## config.mk

```make
export PLATFORM = sky130hd
export DESIGN_NAME = pipelined_adder
export DESIGN_NICKNAME = d
export VERILOG_FILES = /design/src/rtl/pipelined_adder.sv
export SDC_FILE = /design/constraint.sdc
export NUM_CORES = 1
export LEC_CHECK = 0
export CORE_UTILIZATION = 59
export CTS_BUF_LIST = sky130_fd_sc_hd__clkbuf_16
export CTS_CLUSTER_DIAMETER = 100
export DETAILED_ROUTE_END_ITERATION = 10
export HOLD_SLACK_MARGIN = 0.03
export PLACE_DENSITY = 0.93
export SYNTH_ARGS = -nofsm -noshare
export SYNTH_HDL_FRONTEND = slang
export SYNTH_SLANG_ARGS = --single-unit
export TNS_END_PERCENT = 30
```

## constraint.sdc

```tcl
create_clock -name clk -period 5.6 [get_ports clk]
set_input_delay 0.84 -clock clk [delete_from_list [all_inputs] [get_ports clk]]
set_output_delay 0.84 -clock clk [all_outputs]
set_load 0.005 [all_outputs]
```

## src/rtl/pipelined_adder.sv

```systemverilog
// pipelined_adder: NBIT-wide add/subtract split into STAGES
// carry-pipelined chunks with a valid/ready handshake per stage.
module pipelined_adder #(
  parameter int NBIT   = 32,
  parameter int STAGES = 4
) (
  input  logic            clk,
  input  logic            reset,
  input  logic            in_valid,
  output logic            in_ready,
  input  logic [NBIT-1:0] a,
  input  logic [NBIT-1:0] b,
  input  logic            sub,
  output logic            out_valid,
  input  logic            out_ready,
  output logic [NBIT-1:0] s,
  output logic            cout,
  output logic            ovf
);

  if ((STAGES < 1) || ((NBIT % STAGES) != 0)) begin : g_bad
    $error("pipelined_adder: NBIT must be a multiple of STAGES >= 1");
  end

  localparam int CW = NBIT / STAGES;
  localparam int L  = STAGES - 1;

  logic [NBIT-1:0] w_bx;

  assign w_bx = sub ? ~b : b;

  // Stage k adds chunk k; upper operand chunks ride along shrinking.
  for (genvar k = 0; k < STAGES; k++) begin : g_st
    localparam int RW = (k + 1) * CW;

    logic          w_vin;
    logic          w_cin;
    logic          w_nrdy;
    logic          w_rdy;
    logic          w_ld;
    logic [CW-1:0] w_ac;
    logic [CW-1:0] w_bc;
    logic [CW:0]   w_sum;
    logic [RW-1:0] w_rnx;

    logic          r_vld;
    logic          r_cy;
    logic [RW-1:0] r_res;

    if (k == 0) begin : g_src
      assign w_vin = in_valid;
      assign w_cin = sub;
      assign w_ac  = a[CW-1:0];
      assign w_bc  = w_bx[CW-1:0];
      assign w_rnx = w_sum[CW-1:0];
    end else begin : g_src
      assign w_vin = g_st[k-1].r_vld;
      assign w_cin = g_st[k-1].r_cy;
      assign w_ac  = g_st[k-1].g_fwd.r_a[CW-1:0];
      assign w_bc  = g_st[k-1].g_fwd.r_b[CW-1:0];
      assign w_rnx = {w_sum[CW-1:0], g_st[k-1].r_res};
    end

    if (k == L) begin : g_dn
      assign w_nrdy = out_ready;
    end else begin : g_dn
      assign w_nrdy = g_st[k+1].w_rdy;
    end

    assign w_rdy = !r_vld || w_nrdy;
    assign w_ld  = w_vin && w_rdy;
    assign w_sum = {1'b0, w_ac} + {1'b0, w_bc}
                 + {{CW{1'b0}}, w_cin};

    always_ff @(posedge clk) begin
      if (reset) begin
        r_vld <= 1'b0;
        r_cy  <= 1'b0;
        r_res <= '0;
      end else begin
        if (w_rdy) begin
          r_vld <= w_vin;
        end
        if (w_ld) begin
          r_cy  <= w_sum[CW];
          r_res <= w_rnx;
        end
      end
    end

    if (k < L) begin : g_fwd
      localparam int UW = NBIT - RW;

      logic [UW-1:0] w_au;
      logic [UW-1:0] w_bu;
      logic [UW-1:0] r_a;
      logic [UW-1:0] r_b;

      if (k == 0) begin : g_u
        assign w_au = a[NBIT-1:CW];
        assign w_bu = w_bx[NBIT-1:CW];
      end else begin : g_u
        assign w_au = g_st[k-1].g_fwd.r_a[NBIT-k*CW-1:CW];
        assign w_bu = g_st[k-1].g_fwd.r_b[NBIT-k*CW-1:CW];
      end

      always_ff @(posedge clk) begin
        if (reset) begin
          r_a <= '0;
          r_b <= '0;
        end else if (w_ld) begin
          r_a <= w_au;
          r_b <= w_bu;
        end
      end
    end else begin : g_last
      logic r_ovf;

      always_ff @(posedge clk) begin
        if (reset) begin
          r_ovf <= 1'b0;
        end else if (w_ld) begin
          r_ovf <= (w_ac[CW-1] == w_bc[CW-1])
                && (w_sum[CW-1] != w_ac[CW-1]);
        end
      end
    end
  end

  assign in_ready  = g_st[0].w_rdy;
  assign out_valid = g_st[L].r_vld;
  assign s         = g_st[L].r_res;
  assign cout      = g_st[L].r_cy;
  assign ovf       = g_st[L].g_last.r_ovf;

endmodule
```

==> results by stage <==
Status:
- The run finished with clean final reports.

Routing:
- The number of DRC violations after detailed-routing iteration 0 is 625.
- The first detailed-routing pass took 5 iterations.
- The total wirelength of the detailed-routed design is 16900 µm.
- In the routed layout, each cell is associated on average with a via count of 5.57.
- After detailed routing, the number of remaining DRC violations is 0.
- Once detail routing completed, the nets flagged for antenna violations numbered 0.
- The total via count after detailed routing is 6853.
- The average detailed-routed wire length per instance is 13.8 µm.

Setup path:
- The cell family with the largest share of critical-path delay is buffers and inverters.
- Counting buffers and inverters, the worst setup path is 4 cells deep.
- The peak fanout along the critical path is 9.
- The library cell appearing most often on the critical path is sky130_fd_sc_hd__clkdlybuf4s50_1.
- The end of the critical path is in_ready.
- The worst setup path is launched from a primary input.
- The number of buffers and inverters on the critical path is 2.
- The worst setup path is captured at an output pin.
- The setup path with the least slack is of type primary input to output pin.
- For flop-to-flop paths, the worst setup slack is 3.07 ns.
- The worst endpoint data arrival time is 2.34 ns.
- The critical register-to-register path endpoint is g_st[0].g_fwd.r_b[8]$_SDFFE_PP0P_.
- The highest cell delay on the worst timing path is 0.49 ns.
- The signal on the critical path passes through clkdlybuf4s50_1, and4b_1, nand2_1, clkdlybuf4s50_1.
- STA puts the critical path data required time at 4.76 ns.
- The worst register-to-register path begins at g_st[1].r_vld$_SDFFE_PP0P_.
- The worst reg2reg path depth is 5.
- Among all stages on the critical path, the largest delay is contributed by sky130_fd_sc_hd__and4b_1.
- Tracing the worst setup path back leads to its startpoint at out_ready.

Global routing:
- Across every metal layer, demand over resource in global routing totals 0.254.
- Global routing finished with a remaining overflow of 0.
- The wire length of the first global-routing pass is 29100 µm.
- The number of antenna violations at the first check in global routing is 0.
- Entering global routing, the biggest net connects 105 pins.
- The via count of the first global-routing pass is 6250.

STA:
- The count of final hold-check violations is 0.
- Dividing the final minimum period by the clock period gives 0.569.
- The routed design could run at a clock period as short as 3.18 ns.
- The transition at the pin with the smallest max-transition slack is 1.18 ns.
- Setup violations remaining at the end of the flow were counted as 0.
- The number of pins exceeding their max-slew limit in the final report is 0.
- The sum of negative setup slack is 0 ns.
- The max-slew headroom at the worst pin is 0.214.
- The final setup skew is 0.00865 ns.
- The maximum clock rate is 0.314 GHz.
- Setup repair after global routing left no endpoint under its margin.

Logic synthesis:
- During synthesis, Yosys emitted a total of 0 warnings.
- A synthesized cell averages 8.20 µm².
- The synthesized netlist occupies a cell area of 8010 µm².
- The number of library cell types mapped by synthesis is 50.
- The synthesized netlist net count is 1081.
- Counting every instance in the synthesized netlist gives 977.
- The register area share after synthesis is 0.462.
- In the synthesized netlist the dominant register cell turns out to be sky130_fd_sc_hd__dfxtp_1.
- The number of synthesized flops with an enable pin is 0.
- The fraction of registers with async set/reset is 0.
- After synthesis the netlist holds a flip-flop and latch count of 185.

Clock tree:
- The post-cts sizing count is 0.
- The CTS buffer count is 17.
- The clock reaches the later pin of the worst-skew pair after 0.43 ns.
- The H-tree was split into 4 levels.
- The clock tree from TritonCTS is yes.
- The clock-pin slew on the worst setup and hold paths is 0.07 ns.
- The clock net in this run drives a total of 185 sinks.
- In this run, post-CTS hold repair placed 0 buffers.
- The number of setup buffers added after CTS is 0.
- Clock tree synthesis selected as its root buffer the cell sky130_fd_sc_hd__clkbuf_16.
- No sink is reached through more buffers than the 2 on the longest clock path.

Power and ir drop:
- The power per unit of standard cell area is 297 nW/µm².
- Summed over all cells, the static leakage comes to 3.50 nW.
- Across the VDD grid, the largest voltage drop is 221 µV.

Worst hold path:
- The tightest min-delay check is of the register to register type.

Layout:
- The number of nets at the end of the flow is 1145.
- Of the cells placed in the final design, the portion with a size suffix greater than 1 is 0.0465.
- The antenna diode instance count is 0.
- The area growth from synthesis to layout is 20.0%.
- The cell area after layout is 9620 µm².

Floorplan:
- The die span in x is 119 µm.
- The number of I/O pins is 105.
- The die is 119 µm tall.
- The standard-cell row count is 42.
- For this configuration, the core starts out at a cell density of 0.605.
- The area of the die is 14100 µm².
- The placeable core area is 13200 µm².

Job:
- The max-cap violation count is 0.

Place:
- The number of input and output port buffers inserted is 104.
- The standard cell area after detailed placement is 9040 µm².
- The final HPWL from detailed placement is 11400 µm.
- The routability congestion estimate is 0.816.
==> worst min-delay path: stages, from the launching register on <==
cell	delay, ns
sky130_fd_sc_hd__dfxtp_1	0.31
sky130_fd_sc_hd__nand2_1	0.05
sky130_fd_sc_hd__a21oi_1	0.05
==> cell type report <==
| cell class | instances | area [µm²] |
|---|---|---|
| multi-input cells | 714 | 3980 |
| inverters | 11 | 41.3 |
| fillers | 982 | 3620 |
| clock buffers | 17 | 425 |
| flip-flops and latches | 185 | 3700 |
| clock inverters | 15 | 156 |
| repair buffers | 112 | 1090 |
| well taps | 176 | 220 |
==> state kept, by name (all words and copies together) (netlist names) <==
register / cells
g_st.g_fwd.r_a: 48
g_st.g_fwd.r_b: 48
s: 32
g_st.r_vld: 3
out_valid: 1
cout: 1
g_st.r_cy: 3
g_st.r_res: 48
ovf: 1
==> worst min-delay path by stage <==
stage                                             from  slack, ns                                end  depth (start not counted)
global route             g_st[1].r_res[0]$_SDFFE_PP0P_       0.46      g_st[2].r_res[0]$_SDFFE_PP0P_                          2
finish                   g_st[0].r_res[1]$_SDFFE_PP0P_       0.45      g_st[1].r_res[1]$_SDFFE_PP0P_                          2
floorplan                g_st[0].r_res[4]$_SDFFE_PP0P_       0.43      g_st[1].r_res[4]$_SDFFE_PP0P_                          2
detailed placement  g_st[0].g_fwd.r_a[15]$_SDFFE_PP0P_       0.44  g_st[1].g_fwd.r_a[7]$_SDFFE_PP0P_                          2
global placement         g_st[1].r_res[0]$_SDFFE_PP0P_       0.44      g_st[2].r_res[0]$_SDFFE_PP0P_                          2
CTS                 g_st[0].g_fwd.r_a[15]$_SDFFE_PP0P_       0.45  g_st[1].g_fwd.r_a[7]$_SDFFE_PP0P_                          2
==> power breakdown <==
group          switching, mW  internal [mW]  total, mW  leakage, nW
sequential            0.0327           1.36       1.40         1.51
clock                  0.539          0.630       1.17        0.284
combinational          0.159          0.131      0.290         1.71
==> per-layer routing <==
layer,track usage,vias up,part of all wire
met5,0,-,0
met4,0.0934,0,0.021
met3,0.0463,31,0.058
met2,0.394,220,0.46
met1,0.353,3136,0.46
li1,-,3466,-
==> cell usage after synthesis, drive strengths merged, types with 7 or more instances <==
| cell type | instances | area, µm² |
|---|---|---|
| a211o | 7 | 61.3 |
| a211oi | 37 | 278 |
| a21o | 7 | 52.6 |
| a21oi | 149 | 757 |
| buf | 28 | 150 |
| clkbuf | 39 | 146 |
| dfxtp | 185 | 3700 |
| fa | 7 | 140 |
| ha | 28 | 350 |
| inv | 11 | 41.3 |
| nand2 | 274 | 1030 |
| nand3 | 29 | 145 |
| nand4 | 7 | 43.8 |
| nor2 | 49 | 184 |
| nor3 | 7 | 35.0 |
| o211ai | 9 | 67.6 |
| o21ai | 14 | 73.8 |
| xnor2 | 32 | 280 |
| xor2 | 8 | 70.1 |
==> metrics by stage <==
stage	hold slack [ns]	setup slack [ns]	power (mW)	instances	util
after floorplan	0.427	2.96	1.61	977	-
after global placement	0.438	2.23	1.70	1198	0.683
after detailed placement	0.443	2.13	1.71	1198	0.683
after CTS	0.452	2.41	2.87	1230	0.726
after global routing	0.458	2.30	2.96	1230	0.726
final	0.450	2.42	2.86	1230	0.726
==> layout by cell type (no fill, tap or decap), types with 2 or more instances in the layout <==
master,count
sky130_fd_sc_hd__nand2_1,274
sky130_fd_sc_hd__dfxtp_1,185
sky130_fd_sc_hd__a21oi_1,148
sky130_fd_sc_hd__clkdlybuf4s50_1,102
sky130_fd_sc_hd__nor2_1,49
sky130_fd_sc_hd__a211oi_1,37
sky130_fd_sc_hd__xnor2_1,32
sky130_fd_sc_hd__nand3_1,29
sky130_fd_sc_hd__ha_1,28
sky130_fd_sc_hd__clkbuf_16,17
sky130_fd_sc_hd__o21ai_0,12
sky130_fd_sc_hd__inv_1,11
sky130_fd_sc_hd__o211ai_1,9
sky130_fd_sc_hd__buf_4,9
sky130_fd_sc_hd__xor2_1,8
sky130_fd_sc_hd__a211o_1,7
sky130_fd_sc_hd__nand4_1,7
sky130_fd_sc_hd__a21o_1,7
sky130_fd_sc_hd__nor3_1,7
sky130_fd_sc_hd__fa_1,7
sky130_fd_sc_hd__inv_6,6
sky130_fd_sc_hd__a2111o_1,5
sky130_fd_sc_hd__o311ai_0,5
sky130_fd_sc_hd__clkinv_4,5
sky130_fd_sc_hd__a2111oi_0,4
sky130_fd_sc_hd__and2_1,3
sky130_fd_sc_hd__nand2b_1,3
sky130_fd_sc_hd__o21a_1,3
sky130_fd_sc_hd__or2_2,3
sky130_fd_sc_hd__nand3b_1,2
sky130_fd_sc_hd__o21bai_1,2
sky130_fd_sc_hd__o31ai_1,2
sky130_fd_sc_hd__and3_1,2
sky130_fd_sc_hd__nor2b_1,2
sky130_fd_sc_hd__o31a_1,2
sky130_fd_sc_hd__inv_8,2
==> cell families after synthesis <==
family | count (synthesis) | share of synthesized area
flops | 185 | 0.462
mux | 1 | 0.00125
compound gates | 251 | 0.192
buf+inv | 78 | 0.0422
xor+xnor | 40 | 0.0437
simple gates | 387 | 0.198
fa+ha+maj | 35 | 0.0612
No activity file was read; power rests on OpenSTA's default activity.
